File: src/rtl/mem_copy_engine.sv
// mem_copy_engine
//   Copies LEN words from a source region to a destination region of a single
//   synchronous single-port memory, one word every three cycles
//   (READ -> CAPTURE -> WRITE), in ascending address order.
//
// Ports
//   clk, rst_n          clock, synchronous active-low reset
//   start               request pulse, sampled only in IDLE
//   src_addr, dst_addr  first source / destination word address
//   len                 word count, 0..MEM_SIZE
//   busy                high while the copy is running (READ/CAPTURE/WRITE)
//   done                one-cycle pulse on completion or on len=0
//   err                 one-cycle pulse when a request would run past MEM_SIZE
//   mem_wen, mem_addr, mem_din, mem_dout   memory master interface
module mem_copy_engine #(
    parameter int DATA_LENGTH = 8,
    parameter int MEM_SIZE    = 1024,
    localparam int ADDR_W     = $clog2(MEM_SIZE)
) (
    input  logic                   clk,
    input  logic                   rst_n,
    input  logic                   start,
    input  logic [ADDR_W-1:0]      src_addr,
    input  logic [ADDR_W-1:0]      dst_addr,
    input  logic [ADDR_W:0]        len,
    output logic                   busy,
    output logic                   done,
    output logic                   err,
    output logic                   mem_wen,
    output logic [ADDR_W-1:0]      mem_addr,
    output logic [DATA_LENGTH-1:0] mem_din,
    input  logic [DATA_LENGTH-1:0] mem_dout
);

    typedef enum logic [2:0] {IDLE, READ, CAPTURE, WRITE, FINISH} state_t;

    localparam logic [ADDR_W-1:0] ONE_A   = 1;
    localparam logic [ADDR_W:0]   ONE_L   = 1;
    localparam logic [ADDR_W+1:0] MEM_LIM = (ADDR_W+2)'(MEM_SIZE);

    state_t                 state, state_n;
    logic [ADDR_W-1:0]      src_q, src_n, dst_q, dst_n, idx, idx_n;
    logic [ADDR_W:0]        len_q, len_n;
    logic [DATA_LENGTH-1:0] data_q, data_n, din_n;
    logic [ADDR_W-1:0]      addr_n;
    logic                   busy_n, done_n, err_n, wen_n;
    logic [ADDR_W+1:0]      src_end, dst_end;

    // End addresses computed two bits wider than an address so that a request
    // running past the top of memory is caught instead of wrapping.
    assign src_end = {2'b00, src_addr} + {1'b0, len};
    assign dst_end = {2'b00, dst_addr} + {1'b0, len};

    always_ff @(posedge clk) begin
        if (!rst_n) begin
            state    <= IDLE;
            src_q    <= '0;
            dst_q    <= '0;
            len_q    <= '0;
            idx      <= '0;
            data_q   <= '0;
            busy     <= 1'b0;
            done     <= 1'b0;
            err      <= 1'b0;
            mem_wen  <= 1'b0;
            mem_addr <= '0;
            mem_din  <= '0;
        end else begin
            state    <= state_n;
            src_q    <= src_n;
            dst_q    <= dst_n;
            len_q    <= len_n;
            idx      <= idx_n;
            data_q   <= data_n;
            busy     <= busy_n;
            done     <= done_n;
            err      <= err_n;
            mem_wen  <= wen_n;
            mem_addr <= addr_n;
            mem_din  <= din_n;
        end
    end

    // Outputs are registered, so each branch sets up what the memory must see
    // in the *next* state (e.g. the READ address is prepared on the way in).
    always_comb begin
        state_n = state;
        src_n   = src_q;
        dst_n   = dst_q;
        len_n   = len_q;
        idx_n   = idx;
        data_n  = data_q;
        addr_n  = mem_addr;
        din_n   = mem_din;
        done_n  = 1'b0;
        err_n   = 1'b0;
        case (state)
            IDLE: begin
                if (start) begin
                    src_n = src_addr;
                    dst_n = dst_addr;
                    len_n = len;
                    idx_n = '0;
                    if (len == '0) begin
                        done_n = 1'b1;
                    end else if (src_end > MEM_LIM || dst_end > MEM_LIM) begin
                        err_n = 1'b1;
                    end else begin
                        state_n = READ;
                        addr_n  = src_addr;
                    end
                end
            end
            READ: state_n = CAPTURE;
            CAPTURE: begin
                // Memory output is valid now; forward it straight to the
                // write-data register as well as holding it in data_q.
                data_n  = mem_dout;
                din_n   = mem_dout;
                addr_n  = dst_q + idx;
                state_n = WRITE;
            end
            WRITE: begin
                din_n = data_q;
                if ({1'b0, idx} == len_q - ONE_L) begin
                    state_n = FINISH;
                    done_n  = 1'b1;
                end else begin
                    idx_n   = idx + ONE_A;
                    addr_n  = src_q + idx + ONE_A;
                    state_n = READ;
                end
            end
            FINISH: state_n = IDLE;
            default: state_n = IDLE;
        endcase
        wen_n  = (state_n == WRITE);
        busy_n = (state_n == READ) || (state_n == CAPTURE) || (state_n == WRITE);
    end

endmodule
File: config.mk
export PLATFORM = sky130hd
export DESIGN_NAME = mem_copy_engine
export DESIGN_NICKNAME = d
export VERILOG_FILES = /design/src/rtl/mem_copy_engine.sv
export SDC_FILE = /design/constraint.sdc
export NUM_CORES = 1
export LEC_CHECK = 0
export CORE_MARGIN = 2
export CORE_UTILIZATION = 51
export CTS_CLUSTER_DIAMETER = 40
export DETAILED_ROUTE_END_ITERATION = 10
export PLACE_DENSITY_LB_ADDON = 0.12
export SLEW_MARGIN = 20
export SYNTH_ARGS = -nofsm -noshare
export SYNTH_HDL_FRONTEND = slang
export SYNTH_SLANG_ARGS = --single-unit
File: constraint.sdc
create_clock -name clk -period 3.2 [get_ports clk]
set_input_delay 0.48 -clock clk [delete_from_list [all_inputs] [get_ports clk]]
set_output_delay 0.48 -clock clk [all_outputs]
set_load 0.03 [all_outputs]
==> impl_results.md <==
* Top Ports at 64
* Antenna Nets Post-Route at 0
* Status: finished clean
* Die Area at approximately 11000 µm²
* Share of synthesized registers carrying an async set or reset at 0%
* Yosys warning total at 0
* Longest Clk Path Bufs at 2
* Htree depth at 3
* Initial antenna violation count at 0
* Post-synthesis net count at 732
* Kind of end point of the critical path: register
* Clock latency on the worst-skew pair at between 0.3 and 0.4 ns
* #FFs+latches synth at 74
* Worst-margin pin slew at approximately 0.49 ns
* Drt pass-1 iters at 5
* Mapped Avg Cell Area at between 7 and 8 µm²
* Most frequent cells in the layout: nand2_1 (112), buf_4 (88), dfxtp_1 (74)
* Final hold violations at 0
* Hold WS at between 0.4 and 0.5 ns
* Slew margin rel. at 67.2%
* Mean routed wirelength per cell at ~17 µm
* Placed insts at between 800 and 900
* Core region area at between 9000 and 10000 µm²
* Crit path kind: in2reg
* CTS tree: built
* Seq/Total Area, Yosys at ~29%
* Nets@finish at 867
* Row Count at 36
* Routed via count at approximately 5300
* Post-synth cell types at 70
* Initial Utilization at a little over half
* Most common cell after layout, fill and taps aside: nand2_1
* CTS root buffer: clkbuf_8
* Switching share of power at approximately a third
* Vias per cell at roughly 5.7
* Post-Syn Instances at 646
* Ratio of cells with drive above 1 in the final layout at 18.3%
* Final Max Slew Viols at 0
* Filler instances at around 830
* Synth Flop Type: dfxtp_1
* Number of global-route vias before repair at about 5000
* First-pass GRT wire length at ~25000 µm
* Ant diodes at 0
* Max FO, Critical Path at 5
* Number of synthesized flops with an enable pin at 0
* Endpoints failing setup at 0
* Leakage power at 2.94 nW
* Comb pwr share at ~34%
* Req. time, crit path at approximately 3.5 ns
* Critical path launch point type: input port
* Overall Power at ~2.8 mW
* GR Util All Layers at between 20 and 30%
* P_int at 1.80 mW
* CTS sink cnt at between 70 and 80
* Worst hold path class: reg2reg
* TritonCTS buffer count at 9
* Die W at approximately 100 µm
* Area grow syn2layout at 32.8%
* NetSw at ~0.97 mW
* Crit share post-route at about 98%
* Die height at roughly 100 µm
* Power share of the sequential group at a little under two fifths
* Remaining Overflow, GRT at 0
* DRT iter0 DRCs at between 300 and 400
* Synthesized cell area at a little over 5000 µm²
* DP Wirelength at between 10000 and 15000 µm
* Final core occ at 70.0%
* Max_cap viols at 0
* Fin crit period at 3.13 ns
* Achievable frequency at about 320 MHz
* Peak supply drop at around 300 µV
* Clk network pwr share at 28.0%
* Crit path arrival time at 3.39 ns
* Residual DRC at 0
* P per Cell Area at around 400 nW/µm²
* Final cell count without fillers at 919
* Final wirelength at about 15000 µm
* CTS clk-pin slew, worst paths at roughly 0.09 ns
* Layout Skew at 0.0124 ns
* Gpl congestion at between 0.9 and 1
* I/O Buffers at 63
* Largest net degree at the start of global routing at 33
-- path summary, 6_finish.rpt --
kind,from,to,slack [ns],cells past startpoint
max reg2reg,idx[0],mem_addr[8],0.29,11
min,data_q[6],data_q[6],0.46,2
min reg2reg,data_q[6],data_q[6],0.46,2
max,len[1],mem_addr[2],0.07,12
-- through the flow --
| stage | TNS, ns | instance area (µm²) | setup slack [ns] |
|---|---|---|---|
| detailed placement | -7.63 | 6480 | -0.644 |
| global route | -0.0288 | 6850 | -0.0199 |
| CTS | 0 | 6730 | 0.00270 |
| floorplan | 0 | 5150 | 0.0544 |
| finish | 0 | 6850 | 0.0661 |
| global placement | -6.37 | 6480 | -0.491 |
-- repair_timing --
action                                  4_1_cts  5_1_grt
pin swaps                                    13       14
hold buffers                                  0        0
hold endpoints to repair                      0        0
endpoints found under the setup margin       14       13
resized for setup                            18       28
buffers inserted                              2        2
-- critical path: stages --
cell             delay, ns
clkdlybuf4s15_1       0.25
inv_2                 0.12
fa_2                  0.24
nor2b_4               0.05
o2111a_2              0.25
or4_4                 0.52
a2111oi_4             0.38
o211ai_1              0.14
o31a_1                0.31
o21ai_4               0.27
a21oi_2               0.10
a311oi_2              0.27
-- cells by family after synthesis --
logic type                 synth area share [%]
adders and majority gates                  11.3
buffers and inverters                      4.03
xor gates and xnor gates                   7.14
DFF                                        28.7
muxes                                      3.50
AOI/OAI and AO/OA                          22.6
and+or+nand+nor                            22.7
-- area by class of cell --
| cell class | instances | area [µm²] | share of cell area, % |
|---|---|---|---|
| clock buffer | 9 | 124 | 1.81 |
| clock inverter | 7 | 85.1 | 1.24 |
| inverter | 25 | 93.8 | 1.37 |
| multi-input combinational | 519 | 3590 | 52.5 |
| sequential | 74 | 1480 | 21.6 |
| tap | 133 | 166 | 2.43 |
| timing repair buffer | 152 | 1300 | 19.0 |
-- registers in the layout, summed over array words and instances, names as in the netlist, 3 cells and up --
signal    cells
mem_addr     10
mem_din       8
state         3
data_q        8
dst_q        10
src_q        10
len_q        11
idx          10
-- cells in the mapped netlist, types with 6 or more instances --
| cell | count | area (µm²) |
|---|---|---|
| a21o_1 | 10 | 75.1 |
| a21oi_1 | 58 | 290 |
| mux2i_1 | 18 | 180 |
| a211oi_1 | 13 | 97.6 |
| ha_1 | 40 | 500 |
| clkbuf_1 | 26 | 97.6 |
| nor2_1 | 51 | 191 |
| dfxtp_1 | 74 | 1480 |
| nand2b_1 | 6 | 37.5 |
| xor2_1 | 18 | 158 |
| o211ai_1 | 12 | 90.1 |
| nor3_1 | 12 | 60.1 |
| o21ai_0 | 16 | 80.1 |
| o31ai_1 | 7 | 52.6 |
| nor2b_1 | 6 | 37.5 |
| nand4_1 | 10 | 62.6 |
| inv_1 | 25 | 93.8 |
| nand2_1 | 113 | 424 |
| xnor2_1 | 24 | 210 |
| or3_1 | 8 | 50.1 |
-- power groups by stage --
stage          Sequential (mW)  Combinational (mW)  Clock (mW)
2_1_floorplan             1.11               0.493           0
3_3_place_gp              1.06               0.880           0
3_5_place_dp              1.06               0.900           0
4_1_cts                   1.04               0.918       0.785
5_1_grt                   1.05                1.04       0.830
6_report                  1.04               0.952       0.776
-- routing by layer --
metal | part of all wire, % | vias to the layer above | track usage [%] | wire length (µm)
met1 | 42 | 2512 | 35.5 | 6460
met5 | 0 | - | 0 | 0
met4 | 2.8 | 0 | 11.2 | 426
li1 | - | 2579 | - | -
met2 | 49 | 162 | 48.7 | 7570
met3 | 5.9 | 30 | 5.14 | 904
Note: power is estimated with default switching activity, not from simulation.
==> patch, RTL diff (same flow settings) <==
`MEM_SIZE`: 1024 -> 2048.
--- a/src/rtl/mem_copy_engine.sv
+++ b/src/rtl/mem_copy_engine.sv
@@ -15,5 +15,5 @@
 module mem_copy_engine #(
     parameter int DATA_LENGTH = 8,
-    parameter int MEM_SIZE    = 1024,
+    parameter int MEM_SIZE    = 2048,
     localparam int ADDR_W     = $clog2(MEM_SIZE)
 ) (
Interface: changed (resized dst_addr, len, mem_addr and src_addr); port bits go from 64 to 68. No check against the original RTL was run, so the function may have changed too.
==> patch against the unedited design <==
  * Worst hold slack improved by 0.0071 ns
  * Highest routed layer unchanged
  * Critical path depth increased by 2
  * Setup slack improved by 0.068 ns
  * Sequential cell count increased by 5
  * Largest cell class unchanged
  * Wire length increased by 10%
  * Via count increased by 6.2%
  * First-iteration DRC count increased by 35%
  * Total power increased by 12%
  * Area after synthesis increased by 9.9%
  * Final area increased by 11%
==> patch: results (changes against the unedited design) <==
[outcome]
status = finished clean  ; unchanged

[pwr]
pg_seq_uw = 1100  ; was 1040 uW
p_switching_uw = 961  ; was 969 uW
p_clk_uw = 1020  ; was 776 uW
cellLeakagePower_uw = 0.00330  ; was 0.00294 uW

[synthesis]
syn-num-nets = 790  ; was 732
synth.top_cells.by_count = 148 x nand2_1, 79 x dfxtp_1, 44 x a21boi_0, 44 x ha_1, 42 x nor2_1  ; was 113 x nand2_1, 74 x dfxtp_1, 58 x a21oi_1
yosysSeqAreaShare_pct = 27.9  ; was 28.7%
ys_types = 72  ; was 70
synth_area_leaders = dfxtp_1 28%, nand2_1 9.8%, ha_1 9.7%, a21boi_0 5.8%, xnor2_1 4.0%  ; was dfxtp_1 29%, ha_1 9.7%, nand2_1 8.2%, a21oi_1 5.6%, xnor2_1 4.1%

[timing]
worst_pin_slew_ns = 0.929  ; was 0.492 ns
skew_ns = 0.0132  ; was 0.0124 ns

[route]
drt_iter0_drc = 447  ; was 332
vias_per_cell = 5.70  ; was 5.75
wl_per_cell_um = 17.2  ; was 16.7 um

[cells_and_area]
largest_reg_flops = 12  ; was 11
drive_above_1_share_pct = 18.8  ; was 18.3%
nets = 932  ; was 867
fillers = 867  ; was 834

[critical_path]
critPathTopFamily = buffers and inverters  ; was compound AO/OA/AOI/OAI gates
cpMaxStageDelayCell = clkdlybuf4s50_1  ; was or4_4
critPathMaxFanout = 6  ; was 5
crit_arrival_ns = 3.32  ; was 3.39 ns

[placement]
place_congestion = 0.874  ; was 0.931
dp_hpwl_um = 13300  ; was 12000 um
dpl_worst_slack_ns = -0.752  ; was -0.644 ns

[clock_tree]
cts_resized = 19  ; was 18
post_cts_buffers = 4  ; was 2

[worst_hold_path]
hold_end = mem_addr[6]$_SDFFE_PN0P_  ; was data_q[6]$_SDFFE_PN0P_
hp-start = mem_addr[6]$_SDFFE_PN0P_  ; was data_q[6]$_SDFFE_PN0P_

[global_routing]
grt_pass1_vias = 5323  ; was 5091

-- patch: final cells by class --
class / instances / area share (%)
clock inverter: 6 / 1.84
multi-input combinational: 574 / 54.1
timing repair buffer: 157 / 18.2
clock buffer: 10 / 1.81
sequential: 79 / 20.8
inverter: 18 / 0.889
tap: 140 / 2.30
-- patch: worst reg2reg max path, delay by kind of cell (launching register included) --
family / cells / cell delay [ns]
DFF: 1 / 0.38
and+or+nand+nor: 4 / 1.46
adders and majority gates: 1 / 0.19
AOI/OAI and AO/OA: 3 / 0.50
muxes: 1 / 0.20
buffers and inverters: 2 / 0.24
-- patch: how the worst max path moves through the flow --
stage	from	endpoint	slack, ns	cells past startpoint
2_1_floorplan	src_addr[0]	mem_addr[6]$_SDFFE_PN0P_	0.15	13
3_3_place_gp	len[0]	mem_addr[6]$_SDFFE_PN0P_	-0.64	13
3_5_place_dp	len[0]	mem_addr[10]$_SDFFE_PN0P_	-0.75	13
4_1_cts	len[2]	mem_addr[5]$_SDFFE_PN0P_	0.01	13
5_1_grt	dst_addr[3]	mem_addr[4]$_SDFFE_PN0P_	-0.04	14
6_report	len[8]	mem_addr[6]$_SDFFE_PN0P_	0.13	14
-- patch: logic make-up (layout without fill, tap and decap cells) --
kind of cell,count (synthesis),after routing,synth area share (%)
AND/OR/NAND/NOR,280,280,23.7
flip-flops,79,79,27.9
XOR/XNOR,51,51,7.88
buffers and inverters,44,191,3.36
multiplexers,23,23,4.09
AO/OA/AOI/OAI,172,172,21.9
adder cells (fa/ha/maj),48,48,11.1
-- patch: per-layer routing --
layer  vias to the layer above  share of wire, %  global-route usage, %
met4                         0               2.8                   11.2
met3                        35               4.7                   3.91
met1                      2650                45                   36.1
li1                       2766                 -                      -
met2                       161                48                   48.8
met5                         -                 0                      0
